<file path="src/rtl/pu_noc.sv">
// pu_noc: NP-channel packet interconnect between processing units.
// Every source has an ingress FIFO. Every destination round-robins
// among the sources whose FIFO head is addressed to it, and drives a
// registered pulse that lasts one cycle per delivered packet.
module pu_noc #(
  parameter int NP    = 4,
  parameter int PKTW  = 31,
  parameter int DSTW  = 2,
  parameter int DEPTH = 4
) (
  input  logic                    clk,
  input  logic                    rst,
  input  logic [NP*(PKTW+1)-1:0]  src_pkt,
  output logic [NP*(PKTW+1)-1:0]  dst_pkt,
  output logic [NP-1:0]           drop,
  output logic                    busy
);

  localparam int W  = PKTW + 1;
  localparam int AW = (DEPTH > 1) ? $clog2(DEPTH) : 1;
  localparam int RW = $clog2(NP);
  localparam int CW = AW + 1;
  localparam logic [31:0]   NP_U = 32'(NP);
  localparam logic [CW-1:0] FULL = CW'(DEPTH);

  // Ingress FIFO state, one set per source
  logic [W-1:0]  r_mem [NP][DEPTH];
  logic [AW-1:0] r_wr  [NP];
  logic [AW-1:0] r_rd  [NP];
  logic [CW-1:0] r_cnt [NP];
  logic          r_drop [NP];

  // Egress state, one set per destination
  logic [RW-1:0] r_rr  [NP];
  logic [W-1:0]  r_dst [NP];

  logic [W-1:0]  w_head     [NP];
  logic [NP-1:0] w_nonempty;
  logic [NP-1:0] w_push;
  logic [NP-1:0] w_pop;
  logic [NP-1:0] w_bad;
  logic [NP-1:0] w_cand     [NP];   // w_cand[d][s]: head of source s targets d
  logic [NP-1:0] w_gnt_vld;
  logic [RW-1:0] w_gnt_idx  [NP];

  for (genvar s = 0; s < NP; s++) begin : g_src
    logic [W-1:0]    w_in;
    logic [DSTW-1:0] w_in_dst;
    logic            w_full;
    logic            w_dst_ok;

    assign w_in          = src_pkt[s*W +: W];
    assign w_in_dst      = w_in[PKTW-1 -: DSTW];
    assign w_dst_ok      = 32'(w_in_dst) < NP_U;
    assign w_head[s]     = r_mem[s][r_rd[s]];
    assign w_nonempty[s] = (r_cnt[s] != '0);
    assign w_full        = (r_cnt[s] == FULL);
    // A full FIFO still accepts when its head leaves on the same edge.
    assign w_push[s]     = w_in[PKTW] && w_dst_ok && (!w_full || w_pop[s]);
    assign w_bad[s]      = w_in[PKTW] && (!w_dst_ok || (w_full && !w_pop[s]));
    assign drop[s]       = r_drop[s];

    // FIFO payload storage; contents are qualified by the count, so no reset
    always_ff @(posedge clk) begin
      if (w_push[s]) r_mem[s][r_wr[s]] <= w_in;
    end

    // FIFO pointers, occupancy and sticky drop flag
    always_ff @(posedge clk or negedge rst) begin
      if (!rst) begin
        r_wr[s]   <= '0;
        r_rd[s]   <= '0;
        r_cnt[s]  <= '0;
        r_drop[s] <= 1'b0;
      end else begin
        if (w_push[s]) r_wr[s] <= r_wr[s] + AW'(1);
        if (w_pop[s])  r_rd[s] <= r_rd[s] + AW'(1);
        case ({w_push[s], w_pop[s]})
          2'b10:   r_cnt[s] <= r_cnt[s] + CW'(1);
          2'b01:   r_cnt[s] <= r_cnt[s] - CW'(1);
          default: r_cnt[s] <= r_cnt[s];
        endcase
        if (w_bad[s]) r_drop[s] <= 1'b1;
      end
    end
  end

  for (genvar d = 0; d < NP; d++) begin : g_cand
    for (genvar s = 0; s < NP; s++) begin : g_cs
      assign w_cand[d][s] = w_nonempty[s] &&
                            (w_head[s][PKTW-1 -: DSTW] == DSTW'(d));
    end
  end

  // Round-robin grant per destination: first candidate at or after rr[d]
  always_comb begin
    int            j;
    logic [RW-1:0] jx;
    j  = 0;
    jx = '0;
    for (int d = 0; d < NP; d++) begin
      w_gnt_vld[d] = 1'b0;
      w_gnt_idx[d] = '0;
      // Scan from farthest to nearest so the nearest candidate wins last.
      for (int k = NP - 1; k >= 0; k--) begin
        j = int'(r_rr[d]) + k;
        if (j >= NP) j = j - NP;
        jx = RW'(j);
        if (w_cand[d][jx]) begin
          w_gnt_vld[d] = 1'b1;
          w_gnt_idx[d] = jx;
        end
      end
    end
  end

  // Pop every source granted by some destination (at most one each)
  always_comb begin
    w_pop = '0;
    for (int d = 0; d < NP; d++) begin
      if (w_gnt_vld[d]) w_pop[w_gnt_idx[d]] = 1'b1;
    end
  end

  for (genvar d = 0; d < NP; d++) begin : g_dst
    // Registered delivery pulse and round-robin pointer advance
    always_ff @(posedge clk or negedge rst) begin
      if (!rst) begin
        r_dst[d] <= '0;
        r_rr[d]  <= '0;
      end else if (w_gnt_vld[d]) begin
        r_dst[d] <= w_head[w_gnt_idx[d]];
        r_rr[d]  <= (w_gnt_idx[d] == RW'(NP - 1)) ? '0 : w_gnt_idx[d] + RW'(1);
      end else begin
        r_dst[d] <= '0;
      end
    end
    assign dst_pkt[d*W +: W] = r_dst[d];
  end

  // Activity indicator: anything queued or being delivered
  always_comb begin
    busy = 1'b0;
    for (int s = 0; s < NP; s++) begin
      if (w_nonempty[s] || r_dst[s][PKTW]) busy = 1'b1;
    end
  end

endmodule

</file>
<file path="config.mk">
export PLATFORM = sky130hd
export DESIGN_NAME = pu_noc
export DESIGN_NICKNAME = d
export VERILOG_FILES = /design/src/rtl/pu_noc.sv
export SDC_FILE = /design/constraint.sdc
export NUM_CORES = 1
export LEC_CHECK = 0
export CAP_MARGIN = 30
export CELL_PAD_IN_SITES_DETAIL_PLACEMENT = 1
export CELL_PAD_IN_SITES_GLOBAL_PLACEMENT = 2
export CORE_ASPECT_RATIO = 1.2
export CORE_MARGIN = 2
export CORE_UTILIZATION = 39
export DETAILED_ROUTE_END_ITERATION = 10
export PLACE_DENSITY_LB_ADDON = 0.1
export SETUP_SLACK_MARGIN = 0.15
export SYNTH_ARGS = -nofsm -noshare
export SYNTH_HDL_FRONTEND = slang
export SYNTH_SLANG_ARGS = --single-unit
</file>
<file path="constraint.sdc">
create_clock -name clk -period 4.55 [get_ports clk]
set_input_delay 1.365 -clock clk [delete_from_list [all_inputs] [get_ports clk]]
set_output_delay 1.365 -clock clk [all_outputs]
set_load 0.05 [all_outputs]
</file>
==> impl_metrics.env <==
export IMPL_cp_startpoint="r_cnt[0]"
export IMPL_hold_end="drop[1]"
export IMPL_slew_headroom=0.3338
export IMPL_hold_violations=0
export IMPL_vias=16590
export IMPL_grt_max_degree=79
export IMPL_wl_per_cell_um=30.39
export IMPL_clock_skew_ns=0.01768
export IMPL_dr_pass1_iters=5
export IMPL_cts_tree="yes"
export IMPL_nets=2111
export IMPL_synth_top_family_by_area="multiplexers"
export IMPL_worst_pin_slew_ns=0.9970
export IMPL_min_path_type="reg2reg"
export IMPL_std_cell_rows=108
export IMPL_ys_ff_latch=680
export IMPL_dp_cells=2803
export IMPL_postSynthAreaPerCell_um2=17.41
export IMPL_die_x_um=251.3
export IMPL_cp_end_kind="primary output"
export IMPL_route_detailed_drc=0
export IMPL_synth_top_area_share=0.5374
export IMPL_port_buffers=262
export IMPL_multiInputGateArea_um2=8650
export IMPL_htreeDepth=3
export IMPL_worst_path_max_fanout=11
export IMPL_synth_xor_area_share=0.007347
export IMPL_cts_buffers=70
export IMPL_report_final_setup_viol=0
export IMPL_rsz0062_at_grt="true"
export IMPL_seqCellArea_um2=19590
export IMPL_synth_area_um2=28610
export IMPL_grt_usage=0.2391
export IMPL_grt_overflow_total=0
export IMPL_clk_latency_ns=0.63
export IMPL_period_needed_ns=4.266
export IMPL_status="completed"
export IMPL_start_kind="flop"
export IMPL_hold_depth=1
export IMPL_synth_edff_count=512
export IMPL_critPathArrivalTime_ns=2.90
export IMPL_place_hpwl_um=62010
export IMPL_drive_gt1_frac=0.1787
export IMPL_synth_mux_area_frac=0.1840
export IMPL_vias_per_cell=5.640
export IMPL_clk_pin_slew_ns=0.07
export IMPL_crit_required_ns=3.18
export IMPL_grt_pass1_wl_um=129100
export IMPL_stdcell_count=2942
export IMPL_yosysWarnings=0
export IMPL_worst_setup_path_type="reg2out"
export IMPL_synth_compound_area_share=0.06009
export IMPL_synth_simple_area_share=0.02720
export IMPL_synth_area_leaders="edfxtp_1 (54%), dfrtp_1 (15%), mux4_2 (10%)"
export IMPL_cts_hold_buffers=0
export IMPL_ioPinCount=263
export IMPL_hold_ws_ns=0.4552
export IMPL_fp_dieH_um=300.7
export IMPL_core_region_area_um2=72430
export IMPL_yosys_area_share_adder=0.01636
export IMPL_reg2regPathDepth=16
export IMPL_drv_cap=0
export IMPL_layout_common_cells="edfxtp_1 (512), clkdlybuf4s50_1 (261), mux2i_1 (220), dfrtp_1 (160), mux4_2 (127)"
export IMPL_finalCritPeriodShare=0.9375
export IMPL_yosysUniqueCellTypes=77
export IMPL_dieArea_um2=75550
export IMPL_grt_pass1_vias=18140
export IMPL_r2r_setup_slack_ns=0.34
export IMPL_drt_initial_drc_count=1020
export IMPL_fillers=6813
export IMPL_ant_nets=0
export IMPL_layout_commonest_cell="edfxtp_1"
export IMPL_gp_congestion=0.8457
export IMPL_ys_async_sr_fraction=0.2471
export IMPL_synth_seq_area_share=0.6843
export IMPL_initial_utilization=0.3950
export IMPL_drv_slew=0
export IMPL_reg2reg_from="r_cnt[0]"
export IMPL_worstHoldStart="drop[1]"
export IMPL_fin_util=0.4851
export IMPL_synth_flop_cell="edfxtp_1"
export IMPL_clk_path_buf_depth=3
export IMPL_clock_sinks=680
export IMPL_synth_area_leader_cell="edfxtp_1"
export IMPL_antenna_found_initial=10
export IMPL_rr_endpoint="r_cnt[5]"
export IMPL_syn_inst=1643
export IMPL_routed_wl_um=89400
export IMPL_fmax_ghz=0.2344
export IMPL_clock_tree_root_cell="clkbuf_16"
export IMPL_syn2layout_area_growth_pct=22.82
## cells in the mapped netlist, types with 7 or more instances
master / count
a21oi_1: 41
a22oi_1: 30
and2_1: 10
buf_1: 8
buf_2: 29
clkbuf_1: 57
dfrtp_1: 168
edfxtp_1: 512
ha_1: 31
inv_1: 44
mux2_2: 12
mux2i_1: 221
mux4_2: 127
nand2_1: 26
nand2b_1: 15
nor2_1: 50
o21ai_0: 10
o22ai_1: 122
xnor2_1: 17
xor2_1: 7
## worst max-delay path: stages, from the launching register on
cell,delay [ns]
dfrtp_1,0.43
or3_1,0.44
buf_4,0.20
nor3_1,0.28
nand3_1,0.18
clkdlybuf4s50_1,0.75
## cells by family after synthesis
| logic type | Yosys count |
|---|---|
| flip-flops | 680 |
| multiplexers | 364 |
| AO/OA/AOI/OAI | 252 |
| AND/OR/NAND/NOR | 146 |
| buffers and inverters | 141 |
| adder cells (fa/ha/maj) | 35 |
| XOR/XNOR | 24 |
| other | 1 |
## metrics by stage
| stage | instance area [um2] | TNS (ns) | setup slack, ns |
|---|---|---|---|
| floorplan | 28620 | -3.447 | -0.02693 |
| global placement | 32610 | 0 | 0.4133 |
| detailed placement | 32720 | 0 | 0.2602 |
| CTS | 35040 | 0 | 0.2315 |
| global route | 35140 | 0 | 0.1285 |
| finish | 35140 | 0 | 0.2844 |
## layout make-up
type | instances | share of cell area
tap | 935 | 0.03329
multi-input combinational | 825 | 0.2462
clock buffer | 93 | 0.05434
antenna | 4 | 0.0002849
sequential | 680 | 0.5575
timing repair buffer | 325 | 0.09208
inverter | 44 | 0.004700
clock inverter | 36 | 0.01168
## routing by layer
metal	part of all wire	vias up	wire, um	global-route usage
met4	0.029	8	2559	0.08702
met3	0.041	127	3693	0.03631
met5	0.00058	-	52	0
met2	0.51	449	45830	0.4140
li1	-	7168	-	-
met1	0.42	8840	37270	0.3060
## flip-flops by register name (all words and copies together), names as in the netlist
name     flops
r_wr         8
dst_pkt    128
r_rr         8
r_mem      512
drop         4
r_cnt       12
r_rd         8
## how the worst max path moves through the flow
stage / endpoint / cells after the start
after floorplan: r_mem[2][0] / 11
after global placement: r_mem[2][57] / 12
after detailed placement: r_mem[3][53] / 11
after CTS: r_mem[3][54] / 11
after global routing: r_cnt[5] / 15
final: busy / 5
## what timing repair did
action                                  CTS  global route
setup buffers                             0             5
resized for setup                         0             9
endpoints found under the setup margin    0           100
Power is not shown: default switching activity piles up to over one toggle a cycle in this logic, so the estimate is an artifact.
